File: config.mk
export PLATFORM = sky130hd
export DESIGN_NAME = lut_player
export DESIGN_NICKNAME = d
export VERILOG_FILES = /design/src/rtl/lut_player.sv
export SDC_FILE = /design/constraint.sdc
export NUM_CORES = 1
export LEC_CHECK = 0
export CORE_MARGIN = 1
export CORE_UTILIZATION = 53
export CTS_BUF_LIST = sky130_fd_sc_hd__clkbuf_16
export DETAILED_ROUTE_END_ITERATION = 10
export PLACE_DENSITY = 0.92
export SLEW_MARGIN = 20
export SYNTH_ARGS = -nofsm -noshare
export SYNTH_HDL_FRONTEND = slang
export SYNTH_SLANG_ARGS = --single-unit
File: constraint.sdc
create_clock -name clk_in -period 4.2 [get_ports clk_in]
set_input_delay 0.84 -clock clk_in [delete_from_list [all_inputs] [get_ports clk_in]]
set_output_delay 0.84 -clock clk_in [all_outputs]
set_load 0.02 [all_outputs]
File: src/rtl/lut_player.sv
// ---------------------------------------------------------------------------
// lut_player
//
// Playback sequencer for a registered sample ROM. The system clock is divided
// down to the sample rate. Each sample period ends in a capture edge, where
// the ROM word for the current address is latched into sample_out and the
// address moves on. The end of the table either wraps (loop) or finishes
// (one-shot).
//
// Ports:
//   clk_in            system clock; all state changes on the rising edge
//   rst_n_in          asynchronous active-low reset
//   start_in          level; in IDLE, begins playback at index 0
//   stop_in           level; aborts playback and returns to IDLE (wins over start)
//   loop_in           sampled at the end of the table: 1 = wrap, 0 = finish
//   addr_out          registered ROM address
//   data_in           ROM word for the addr_out of the previous clock
//   sample_out        last captured sample, held between strobes
//   sample_valid_out  one-cycle strobe when sample_out updates
//   busy_out          high while in PLAY (this is the FSM state bit)
//   done_out          one-cycle pulse on one-shot completion
//
// Downstream interface: sample_valid_out qualifies sample_out for exactly one
// cycle. There is no ready or backpressure. The consumer must take the sample
// in the strobe cycle, or it can read the held value later.
// ---------------------------------------------------------------------------
module lut_player #(
    parameter int ADDR_BITS = 17,
    parameter int DATA_BITS = 12,
    parameter int TABLE_LEN = 88200,
    parameter int DIV       = 272
) (
    input  logic                 clk_in,
    input  logic                 rst_n_in,
    input  logic                 start_in,
    input  logic                 stop_in,
    input  logic                 loop_in,
    output logic [ADDR_BITS-1:0] addr_out,
    input  logic [DATA_BITS-1:0] data_in,
    output logic [DATA_BITS-1:0] sample_out,
    output logic                 sample_valid_out,
    output logic                 busy_out,
    output logic                 done_out
);

    localparam int CNT_W = (DIV > 1) ? $clog2(DIV) : 1;
    localparam logic [CNT_W-1:0]     DIV_LAST  = CNT_W'(DIV - 1);
    localparam logic [ADDR_BITS-1:0] ADDR_LAST = ADDR_BITS'(TABLE_LEN - 1);

    typedef enum logic {
        S_IDLE = 1'b0,
        S_PLAY = 1'b1
    } state_t;

    state_t                 state_q, state_d;
    logic [CNT_W-1:0]       div_cnt_q, div_cnt_d;
    logic [ADDR_BITS-1:0]   addr_q, addr_d;
    logic [DATA_BITS-1:0]   sample_q, sample_d;
    logic                   valid_q, valid_d;
    logic                   done_q, done_d;

    logic capture;
    logic at_last;

    // The address has been stable since the previous capture, which is at
    // least DIV-1 >= 1 edges ago. So data_in already holds the word for
    // addr_q when the divider reaches its last count.
    assign capture = (state_q == S_PLAY) && (div_cnt_q == DIV_LAST);
    assign at_last = (addr_q == ADDR_LAST);

    // ---------------- state and datapath registers ----------------
    always_ff @(posedge clk_in or negedge rst_n_in) begin
        if (!rst_n_in) begin
            state_q   <= S_IDLE;
            div_cnt_q <= '0;
            addr_q    <= '0;
            sample_q  <= '0;
            valid_q   <= 1'b0;
            done_q    <= 1'b0;
        end else begin
            state_q   <= state_d;
            div_cnt_q <= div_cnt_d;
            addr_q    <= addr_d;
            sample_q  <= sample_d;
            valid_q   <= valid_d;
            done_q    <= done_d;
        end
    end

    // ---------------- next-state logic ----------------
    always_comb begin
        state_d = state_q;
        case (state_q)
            S_IDLE: begin
                if (start_in && !stop_in) begin
                    state_d = S_PLAY;
                end
            end
            S_PLAY: begin
                if (stop_in) begin
                    state_d = S_IDLE;
                end else if (capture && at_last && !loop_in) begin
                    state_d = S_IDLE;
                end
            end
            default: state_d = S_IDLE;
        endcase
    end

    // ---------------- datapath next values ----------------
    always_comb begin
        div_cnt_d = div_cnt_q;
        addr_d    = addr_q;
        sample_d  = sample_q;
        valid_d   = 1'b0;
        done_d    = 1'b0;
        case (state_q)
            S_IDLE: begin
                div_cnt_d = '0;
                addr_d    = '0;
            end
            S_PLAY: begin
                if (stop_in) begin
                    // Stop wins even on a capture edge: no strobe, and the
                    // sample is left as it was.
                    div_cnt_d = '0;
                    addr_d    = '0;
                end else if (capture) begin
                    sample_d  = data_in;
                    valid_d   = 1'b1;
                    div_cnt_d = '0;
                    if (at_last) begin
                        addr_d = '0;
                        done_d = !loop_in;
                    end else begin
                        addr_d = addr_q + 1'b1;
                    end
                end else begin
                    div_cnt_d = div_cnt_q + 1'b1;
                end
            end
            default: begin
                div_cnt_d = '0;
                addr_d    = '0;
            end
        endcase
    end

    // ---------------- outputs ----------------
    always_comb begin
        busy_out = (state_q == S_PLAY);
    end

    assign addr_out         = addr_q;
    assign sample_out       = sample_q;
    assign sample_valid_out = valid_q;
    assign done_out         = done_q;

endmodule

## After elaboration in Yosys (flattened, before gate mapping)

Cells that the tools add are included.
W data, S select, Z words.

| word-level totals | value |
|---|---|
| word-level logic and storage cells | 38 |
| register bits | 41 |
| output and inout port bits | 32 |
| input port bits | 17 |

| operators by class | value |
|---|---|
| equality and inequality tests | 3 |
| reductions and logical operators | 7 |
| muxes and demuxes | 18 |
| add/sub/neg operators | 2 |
| bitwise operators | 2 |

Operator list:

| operator | count |
|---|---|
| $mux W17 | 3 |
| $pmux W17 S2 | 1 |
| $mux W9 | 2 |
| $pmux W9 S2 | 1 |
| $add A17 B1 Y17 const B | 1 |
| $eq A17 B17 Y1 const B | 1 |
| $mux W1 | 10 |
| $add A9 B1 Y9 const B | 1 |
| $eq A9 B9 Y1 const B | 1 |
| $logic_and A1 B1 Y1 | 4 |
| $ne A3 B2 Y1 const B | 1 |
| $reduce_and A3 Y1 | 1 |
| $logic_not A1 Y1 | 2 |
| $not A1 Y1 | 2 |
| $pmux W1 S2 | 1 |

## Depth between registers and ports, before layout

| logic depth | value |
|---|---|
| depth in word-level cells | 7 |
| gate-level depth with buffers | 8 |
| gate-level depth less buffers | 6 |

## Worst setup path after synthesis

OpenSTA, ideal clock, no wires.

| path | value |
|---|---|
| kind | reg2reg |
| start | reg addr_q[3], in the netlist addr_out[3] |
| end | reg addr_q[11], in the netlist addr_out[11] |
| period minus slack after synthesis | 1.993 ns |
| stages on the path, launching flop included | 8 |
| arrival time | 1.850 ns |
| required time | 4.057 ns |
| path slack | 2.207 ns |
| library setup time | 0.143 ns |
| buffers on the path | 2 |
| path through | dfrtp_1 -> buf_6 -> or4b_4 -> nor4_4 -> a21oi_2 -> buf_6 -> a21oi_1 -> a31oi_1 |

| on the way | value |
|---|---|
| word-level cells in the longest chain between the ends | 5 |
| elaborated cells between the ends (all ways) | 6 |
| classes of those cells | add/sub: 1; eq/ne: 1; mux: 4 |

RTL lines:

| item | RTL line | source |
|---|---|---|
| from (decl) | 57 | `logic [ADDR_BITS-1:0] addr_q, addr_d;` |
| from (signal assigned) | 83 | `addr_q <= addr_d;` |
| $add A17 B1 Y17 or $eq A17 B17 Y1 (tied branches) | 136, 69 |  |
| $mux W17 * | 132 | `if (at_last) begin` |
| $mux W17 * | 128 | `end else if (capture) begin` |
| $mux W17 * | 123 | `if (stop_in) begin` |
| $pmux W17 S2 * | 117 | `case (state_q)` |

Mark *: on every way between the ends. The rest lies on a longest branch, timed or not. The select of a mux whose other input is x is not followed.
A chain may end at the register's enable or synchronous reset.

## Worst setup path in the final report

| path | value |
|---|---|
| start | in stop_in |
| end | reg addr_q[11], in the netlist addr_out[11] |

| on the way | value |
|---|---|
| word-level cells in the longest chain between the ends | 2 |
| elaborated cells between the ends (all ways) | 3 |
| classes of those cells | eq/ne: 1; mux: 2 |

RTL lines:

| item | RTL line | source |
|---|---|---|
| from (decl) | 36 | `input logic stop_in,` |
| $mux W17 | 123 |  |
| $pmux W17 S2 | 117 |  |

Parallel ways exist; a longest one is shown, timed or not.

==> out/qor.yml <==
synth:
  yosysTopAreaCell: "dfrtp_1"
  yosys_warnings: 0
  synthDistinctLibCells: 42
  synthesis.area_um2: 2060
  synth_edf_count: 0
  yosys.area.top_type_share: 0.497
  ys.flop_type: "dfrtp_1"
  ys_ff_latch: 41
  syn_nets: 230
  syn_area_per_cell_um2: 9.78
  syn_inst: 211
  ys_top_cells_by_area: "dfrtp_1 (50%), nand2_1 (9.6%), nand3_1 (3.9%)"
  yosysSeqAreaShare: 0.497
  ys_async_sr_fraction: 1.00
placed_design:
  dp_cells: 299
  place.gp.congestion: 0.865
  hpwl_mm: 3.17
  io_buffers: 48
global_route:
  grt-ovfl-total: 0
  grt_pass1_wl_mm: 8.07
  grt_pass1_vias: 1785
  antenna_found_initial: 0
  track_usage: 0.257
  grt_max_degree: 42
power_and_ir_drop:
  p_leak_uw: 0.00112
  power_frac_comb: 0.044
  worst_ir_drop_vdd_uv: 242
  p_clk_frac: 0.453
  intPower_uw: 627
  p_sw_uw: 163
  powerDensity_nw_per_um2: 299
  p_seq_frac: 0.503
  switching_share: 0.207
die:
  start_util: 0.559
  fp-row-count: 22
  dieArea_um2: 4150
  die-height_um: 64.4
  coreArea_um2: 3690
  pin_count: 49
  die_x_um: 64.4
routing:
  drc: 0
  vias: 1756
  routed_wl_mm: 4.68
  drtIter0Drc: 114
  via_per_inst: 5.74
  drtAntennaViolNets: 0
  wl_per_cell_um: 15.3
  first_pass_iters: 4
sta:
  worst_pin_slew_ps: 869
  clock_skew_ps: 6.28
  post-route-min-period_ps: 2780
  rsz0062_at_grt: "no"
  slew_viol_final: 0
  fin_tns_setup_ps: 0
  fin_crit_sh: 0.661
  setup-violations-final: 0
  maxSlewHeadroom: 0.421
  hold_viol: 0
  fmax_ghz: 0.360
worst_setup_path:
  critical_path.max_fanout: 19
  cp.arrival_ps: 2970
  crit_chain: "clkdlybuf4s50_1, nor2b_1, nand4_4, a21oi_2, or2b_1, a31oi_1"
  crit_type: "primary input to register"
  slowest_delay_ps: 550
  start_kind: "primary input"
  required_ps: 4400
  end_kind: "register"
  crit_slowest_cell: "a21oi_2"
cts:
  cts_resized: 0
  path_clk_slew_ps: 60
  numCtsBuffers: 5
  post_cts_buffers: 0
  hold_buffers: 0
  tritoncts: "built"
  h-tree-depth: 2
  clkLatencyLatePin_ps: 280
  cts_sinks: 41
  clockBufferDepth: 2
  cts_root_buf: "clkbuf_16"
cells_and_area:
  layout_common_cells: "nand2_1 (53), clkdlybuf4s50_1 (47), dfrtp_1 (41)"
  areaGrowthSynthToFinish_pct: 28.2
  fillers: 284
  seq_area_um2: 1030
  antenna_cells: 0
  multiInputGateArea_um2: 943
  drive_above_1_share: 0.0775
  final_common_cell: "nand2_1"
  num-nets-final: 277
  stdcell_count: 306
  utilization: 0.717
flow_run:
  maxCapViolations: 0
run_status:
  status: "complete, no violations"
min_path:
  worstHoldPathType: "register to register"
[registers in the layout, summed over array words and instances, names as in the netlist]
signal / count
busy_out: 1
sample_valid_out: 1
sample_out: 12
addr_out: 17
done_out: 1
div_cnt_q: 9
[critical path, delay by kind of cell]
family | cells | cell delay (ps)
buffers and inverters | 1 | 440
AND/OR/NAND/NOR | 3 | 980
AO/OA/AOI/OAI | 2 | 700
[cell type report]
cell class	instances	share of cell area
multi-input cells	161	0.357
well taps	48	0.0227
flip-flops and latches	41	0.388
repair buffers	48	0.180
clock buffers	5	0.0473
inverters	1	0.00142
clock inverters	2	0.00426
[final timing paths]
kind                               startpoint        endpoint  slack, ps  cells past startpoint
worst max-delay path                  stop_in    addr_out[11]       1420                      6
worst min-delay path            sample_out[1]   sample_out[1]        480                      2
worst max register to register   div_cnt_q[0]    addr_out[11]       1900                      6
worst min register to register  sample_out[1]   sample_out[1]        480                      2
max in group asynchronous            rst_n_in     addr_out[9]       2980                      1
min in group asynchronous            rst_n_in  sample_out[10]        670                      1
[metal layers]
metal | up-vias | part of all wire | GRT usage | wire, µm
li1 | 838 | - | - | -
met1 | 855 | 0.44 | 0.316 | 2050
met2 | 56 | 0.48 | 0.414 | 2270
met3 | 7 | 0.067 | 0.0857 | 312
met4 | 0 | 0.011 | 0.100 | 50
met5 | - | 0 | 0 | 0
[through the flow]
step                hold WS (ps)  cell area (µm²)  setup slack (ps)  power (µW)
CTS                          476             2650              1420         796
global placement             440             2510              1200         439
floorplan                    425             2060              2210         413
finish                       475             2650              1420         791
detailed placement           462             2510              1120         440
global route                 506             2650              1200         820
[cells by family (layout without fill, tap and decap cells)]
group,Yosys count,count (layout),share of synthesized area
compound gates,26,26,0.0879
xor+xnor,8,8,0.0340
fa+ha+maj,2,2,0.0121
buf+inv,9,56,0.0455
flops,41,41,0.497
mux,2,2,0.00970
simple gates,123,123,0.314
[Yosys cell counts (2+ instances only)]
| cell type | count |
|---|---|
| nand3_1 | 16 |
| o31ai_1 | 2 |
| nand2_1 | 53 |
| a21oi_2 | 3 |
| a41oi_1 | 2 |
| nor3_1 | 5 |
| clkbuf_1 | 2 |
| or3_1 | 5 |
| nand4_1 | 7 |
| nor4_1 | 2 |
| a21oi_1 | 3 |
| or2_2 | 2 |
| o211ai_1 | 2 |
| xor2_1 | 2 |
| dfrtp_1 | 41 |
| and3_1 | 4 |
| o21ai_0 | 4 |
| ha_1 | 2 |
| nor2b_1 | 2 |
| mux2i_1 | 2 |
| or4_1 | 2 |
| nor2_1 | 14 |
| buf_6 | 4 |
| a31oi_1 | 7 |
| xnor2_1 | 6 |
[power groups by stage]
stage | sequential, µW | combinational [µW] | clock (µW)
global route | 398 | 38.1 | 384
detailed placement | 405 | 35.0 | 0
CTS | 398 | 35.2 | 363
finish | 398 | 34.8 | 358
global placement | 405 | 34.3 | 0
floorplan | 405 | 8.05 | 0
Note: power is estimated with default switching activity, not from simulation.
